File: src/rtl/cpu_pkg.sv
// Shared widths and the MEM/WB pipeline register layout for the 8-bit pipeline.
package cpu_pkg;

  localparam int unsigned DATA_W = 8;
  localparam int unsigned ADDR_W = 8;
  localparam int unsigned REG_W  = 3;

  typedef struct packed {
    logic              valid;
    logic [DATA_W-1:0] ldata;
    logic [DATA_W-1:0] alu;
    logic [REG_W-1:0]  rd;
    logic              regwr;
    logic              m2r;
  } memwb_t;

endpackage

File: src/rtl/data_mem_array.sv
// Byte-wide data memory: synchronous write, combinational read, contents never reset.
module data_mem_array
  import cpu_pkg::*;
#(
  parameter int unsigned DATA_W = cpu_pkg::DATA_W,
  parameter int unsigned ADDR_W = cpu_pkg::ADDR_W
) (
  input  logic              clk,
  input  logic              i_we,
  input  logic [ADDR_W-1:0] i_addr,
  input  logic [DATA_W-1:0] i_wdata,
  output logic [DATA_W-1:0] o_rdata
);

  logic [DATA_W-1:0] r_mem [2**ADDR_W];

  always_ff @(posedge clk) begin
    if (i_we) begin
      r_mem[i_addr] <= i_wdata;
    end
  end

  // Read sees the pre-edge contents, giving read-before-write on a same-address store.
  assign o_rdata = r_mem[i_addr];

endmodule

File: src/rtl/data_mem_stage.sv
// MEM stage: data memory access plus the MEM/WB register with stall/flush handling
// and a sticky flag for simultaneous read+write requests.
module data_mem_stage
  import cpu_pkg::*;
#(
  parameter int unsigned DATA_W = cpu_pkg::DATA_W,
  parameter int unsigned ADDR_W = cpu_pkg::ADDR_W,
  parameter int unsigned REG_W  = cpu_pkg::REG_W
) (
  input  logic              clk,
  input  logic              reset,
  input  logic              exmem_valid,
  input  logic              exmem_mem_rd,
  input  logic              exmem_mem_wr,
  input  logic [ADDR_W-1:0] exmem_addr,
  input  logic [DATA_W-1:0] exmem_alu,
  input  logic [DATA_W-1:0] store_data,
  input  logic [REG_W-1:0]  exmem_rd,
  input  logic              exmem_regwr,
  input  logic              exmem_m2r,
  input  logic              stall,
  input  logic              flush,
  output logic              memwb_valid,
  output logic [DATA_W-1:0] memwb_ldata,
  output logic [DATA_W-1:0] memwb_alu,
  output logic [REG_W-1:0]  memwb_rd,
  output logic              memwb_regwr,
  output logic              memwb_m2r,
  output logic              rw_conflict
);

  logic              w_live;
  logic              w_we;
  logic [DATA_W-1:0] w_rdata;
  memwb_t            w_next;
  memwb_t            r_memwb;
  logic              r_conflict;

  assign w_live = exmem_valid & ~flush & ~stall;
  assign w_we   = w_live & exmem_mem_wr;

  data_mem_array #(
    .DATA_W (DATA_W),
    .ADDR_W (ADDR_W)
  ) u_mem (
    .clk     (clk),
    .i_we    (w_we),
    .i_addr  (exmem_addr),
    .i_wdata (store_data),
    .o_rdata (w_rdata)
  );

  // Bubble whenever the slot is dead (flush or invalid); stall is handled at the register.
  always_comb begin
    w_next = '0;
    if (exmem_valid && !flush) begin
      w_next.valid = 1'b1;
      w_next.ldata = exmem_mem_rd ? w_rdata : '0;
      w_next.alu   = exmem_alu;
      w_next.rd    = exmem_rd;
      w_next.regwr = exmem_regwr;
      w_next.m2r   = exmem_m2r;
    end
  end

  always_ff @(posedge clk or posedge reset) begin
    if (reset) begin
      r_memwb    <= '0;
      r_conflict <= 1'b0;
    end else begin
      if (!stall) begin
        r_memwb <= w_next;
      end
      if (w_live && exmem_mem_rd && exmem_mem_wr) begin
        r_conflict <= 1'b1;
      end
    end
  end

  assign memwb_valid = r_memwb.valid;
  assign memwb_ldata = r_memwb.ldata;
  assign memwb_alu   = r_memwb.alu;
  assign memwb_rd    = r_memwb.rd;
  assign memwb_regwr = r_memwb.regwr;
  assign memwb_m2r   = r_memwb.m2r;
  assign rw_conflict = r_conflict;

endmodule

File: config.mk
export PLATFORM = sky130hd
export DESIGN_NAME = data_mem_stage
export DESIGN_NICKNAME = d
export VERILOG_FILES = /design/src/rtl/cpu_pkg.sv /design/src/rtl/data_mem_array.sv /design/src/rtl/data_mem_stage.sv
export SDC_FILE = /design/constraint.sdc
export NUM_CORES = 2
export LEC_CHECK = 0
export BUFFER_PORTS_ARGS = -buffer_cell sky130_fd_sc_hd__buf_2
export CAP_MARGIN = 0
export CORE_MARGIN = 3
export CORE_UTILIZATION = 60
export CTS_BUF_LIST = sky130_fd_sc_hd__clkbuf_16
export DETAILED_ROUTE_END_ITERATION = 16
export PLACE_DENSITY = 0.79
export SETUP_SLACK_MARGIN = 0.02
export SYNTH_ARGS = -nofsm -noshare
export SYNTH_HDL_FRONTEND = slang
export SYNTH_SLANG_ARGS = --single-unit
File: constraint.sdc
create_clock -name clk -period 2.6 [get_ports clk]
set_input_delay 0.52 -clock clk [delete_from_list [all_inputs] [get_ports clk]]
set_output_delay 0.52 -clock clk [all_outputs]
set_load 0.02 [all_outputs]
==> results.txt <==
* Number of distinct library cells after synthesis: 52
* Final setup violation count: 0
- Chip Height: 370.2 um
- For this run, the number of Yosys warnings is 0.
- Final HPWL DP: 131.1 mm
* Clk_lat worst skew: 0.84 ns
- Leading register cell type out of synthesis: edfxtp_1
* Actual slew at the worst max-slew pin: 1.014 ns
- Critical path data required time: 3.32 ns
- Across all hold checks on the routed design, the worst slack comes to 0.06179 ns.
- Clock skew after layout: 0.02287 ns
- Total of flip-flops plus latches after synthesis: 2,071
- Dividing the final minimum period by the clock period gives 99.81%.
* IO buf count: 58
- Post-synthesis cell count: 3,720
* Postcts setup bufs: 0
- Crit path capture type: flip-flop
* Synthesized Nets: 3,756
- # H-tree levels: 4
- Detail-routed net length per standard cell: 34.32 um
- Area occupied by multi-input gates: 17,610 um2
- FF/Latch Area: 62,070 um2
- Post-route non-filler standard cell count: 6,250
- GP Congestion: 0.9223
* Core Box Area: 130,600 um2
* Total number of placement rows: 132
* R2R Setup Slk: 0.02 ns
* Clock slew at the register clock pins of the worst setup and hold paths: 0.06 ns
- Detailed-routing iteration count for the pre-antenna-repair pass: 6
- Total number of clock tree sinks: 2,071
- Post-synthesis async set-or-reset flop share: 1.111%
- Yosys mapped a number of flops with a built-in enable equal to 2,048.
- In this run the power density over the cells is 718.4 nW/um2.
* Drt drc: 0
- Relative max-transition margin: 31.97%
* Endpoint arrival time on the critical path: 3.32 ns
- Largest net degree at the start of global routing: 108
- For this design the static power due to leakage is 0.03079 uW.
- The detailed router finished its first iteration with 6,852 violations.
- The worst setup path is of the in -> reg kind.
- After detailed routing, the number of vias per cell comes to 6.928.
- The tree is rooted in a clkbuf_16.
- For this configuration, the core starts out at a cell density of 60.91%.
- Sequential share of the synthesized area: 78.01%
- Once detail routing completed, the nets flagged for antenna violations numbered 0.
- Setup slack on the critical path of the routed design comes to 0.005024 ns.
* Number of nets in the layout: 4,393
- The number of placed instances, taps included, is 5,889.
* Number of antenna violations at the first check in global routing: 8
- Number of slew-limit violations in the final report: 0
* Global-route usage over all layers: 31.97%
- Vias in the first global route: 43,750
- The worst setup path is launched from an input pin.
* Setup slack at placement: -1.190 ns
* Die boundary width: 370.2 um
- Derived from the worst setup path, the maximum achievable clock frequency is 385.4 MHz.
- Clock buffer depth: 3
- Summing all placed instances gives a cell area of 88,430 um2.
- Peak supply drop: 602.2 uV
- The smallest clock period supported by the final layout is computed as 2.595 ns.
- Total congestion overflow after global routing: 0
- After filler insertion, the fill cell instance count of the layout stands at 6,704.
- Relative to the synthesized area, the layout overhead comes to 19.32%.
- The first global-routing pass estimated 310.9 mm of wire.
* I/O pin count: 59
- Across the run, the number of max-cap violations was 0.
* Worst-path maximum fanout: 14
* TritonCTS buffer count: 194
* Setup repair after global routing missed its margin: true
- After routing the design area is 94,940 um2.
* Type of the tightest min-delay check: in -> reg
* Tot Pwr: 68,210 uW
* Clock tree from TritonCTS: built
* Hold Violations, Final: 0
- Die Footprint: 137,000 um2
- Each instance of the synthesized netlist takes up on average 21.39 um2.
- After detailed routing, the total wire length is 214.5 mm.
* Layout cell share with drive strength beyond 1: 35.87%
- Count of vias placed by the detailed router: 43,300
* Area of the mapped netlist: 79,570 um2
- Run status: finished, final reports clean
[where the power goes]
group / internal, uW / switching [uW] / total (uW) / leakage (uW)
Sequential: 36700 / 21.8 / 36700 / 0.0187
Clock: 15700 / 12100 / 27800 / 0.00318
Combinational: 1480 / 2190 / 3670 / 0.00891
Total: 53900 / 14300 / 68200 / 0.0308
[worst paths after layout]
| check | start | to | depth (start not counted) |
|---|---|---|---|
| setup / recovery | exmem_addr[5] | memwb_ldata[4]$_DFFE_PP0N_ | 11 |
| hold / removal | exmem_mem_rd | rw_conflict$_DFFE_PP0P_ | 2 |
| setup reg to reg | u_mem.r_mem[254][2]$_DFFE_PP_ | memwb_ldata[2]$_DFFE_PP0N_ | 6 |
| hold reg to reg | memwb_valid$_DFFE_PP0N_ | memwb_valid$_DFFE_PP0N_ | 1 |
| max in group asynchronous | reset | memwb_ldata[4]$_DFFE_PP0N_ | 4 |
| min in group asynchronous | reset | memwb_alu[4]$_DFFE_PP0N_ | 3 |
[synthesized netlist by cell type, types with 3 or more instances]
| cell type | count | share of area [%] |
|---|---|---|
| a31oi_1 | 9 | 0.071 |
| a22oi_1 | 134 | 1.3 |
| a211o_1 | 9 | 0.099 |
| a22o_1 | 24 | 0.26 |
| nand2_1 | 86 | 0.41 |
| buf_4 | 27 | 0.25 |
| nor2_1 | 289 | 1.4 |
| a41oi_1 | 21 | 0.23 |
| nor3b_1 | 3 | 0.028 |
| or4_1 | 6 | 0.057 |
| buf_1 | 15 | 0.071 |
| mux4_2 | 461 | 13 |
| dfrtp_1 | 23 | 0.72 |
| a21oi_1 | 30 | 0.19 |
| edfxtp_1 | 2048 | 77 |
| clkbuf_1 | 122 | 0.58 |
| and3_1 | 3 | 0.024 |
| nor3_1 | 12 | 0.075 |
| a32oi_1 | 7 | 0.077 |
| o21ai_0 | 23 | 0.14 |
| a211oi_1 | 14 | 0.13 |
| mux2i_1 | 124 | 1.6 |
| nand4_1 | 11 | 0.086 |
| nor4_1 | 8 | 0.063 |
| o22ai_1 | 23 | 0.18 |
| nand2b_1 | 3 | 0.024 |
| a221oi_1 | 31 | 0.34 |
| buf_6 | 12 | 0.17 |
| buf_2 | 48 | 0.30 |
| and2_1 | 15 | 0.12 |
| nor2b_1 | 10 | 0.079 |
| mux2_2 | 17 | 0.24 |
| o221ai_1 | 9 | 0.099 |
| nand3_1 | 19 | 0.12 |
[stage by stage]
step	TNS, ns	utilization [%]
floorplan	-158.77	-
global placement	-436.86	67.69
detailed placement	-462.77	67.69
CTS	0	72.56
global route	-0.02197	72.67
finish	0	72.67
[state kept, by name, summed over array words and instances (netlist names)]
register,count
memwb_ldata,8
rw_conflict,1
memwb_valid,1
memwb_alu,8
memwb_regwr,1
u_mem.r_mem,2048
memwb_m2r,1
memwb_rd,3
[cells in the final DEF, fill, tap and decap left out, types with 11 or more instances in the layout]
cell	count
nor2_4	109
dlygate4sd3_1	14
a221oi_1	31
o21ai_0	22
a41oi_1	20
bufinv_16	20
a22oi_1	128
a22o_1	24
o22ai_1	22
edfxtp_1	2048
nand4_1	11
buf_12	152
mux4_2	461
clkinv_2	28
dfrtp_1	23
inv_1	39
clkinv_1	46
nand3_1	15
nor2_1	123
nor2_2	57
clkbuf_16	198
mux2_2	17
a21oi_1	30
buf_4	440
nand2_1	70
buf_2	47
and2_1	16
nand2_2	16
mux2i_1	123
[timing repair]
item / CTS / global route
pin swaps: 1 / 3
resized for setup: 10 / 28
hold buffers: 14 / 0
endpoints found under the hold margin: 36 / 0
endpoints found under the setup margin: 3 / 8
[kinds of logic after synthesis]
family                 share of synthesized area, %
DFF                                           78.01
muxes                                         14.85
and+or+nand+nor                               2.535
AOI/OAI and AO/OA                             3.220
buffers and inverters                         1.387
[layer usage]
metal,track usage [%],up-vias,wire length [um],part of all wire (%)
met5,0,-,59,0.028
met4,15.07,6,11500,5.4
met3,8.374,608,26340,12
met2,49.62,3430,103000,48
met1,43.05,22370,73620,34
li1,-,16880,-,-
[worst max-delay path, stage by stage]
cell      delay [ns]
buf_2           0.19
buf_4           0.31
nand2b_1        0.35
nor2_2          0.74
a22o_1          0.28
a221oi_1        0.07
buf_4           0.15
a31oi_1         0.21
buf_4           0.23
nor3_1          0.07
o22ai_1         0.16
[final cells by class]
class / instances / area share [%]
antenna: 3 / 0.007907
clock buffer: 198 / 5.219
clock inverter: 146 / 1.282
inverter: 3 / 0.01186
multi-input combinational: 1422 / 18.55
sequential: 2071 / 65.38
tap: 1742 / 2.296
timing repair buffer: 665 / 7.253
No activity file was read; power rests on OpenSTA's default activity.
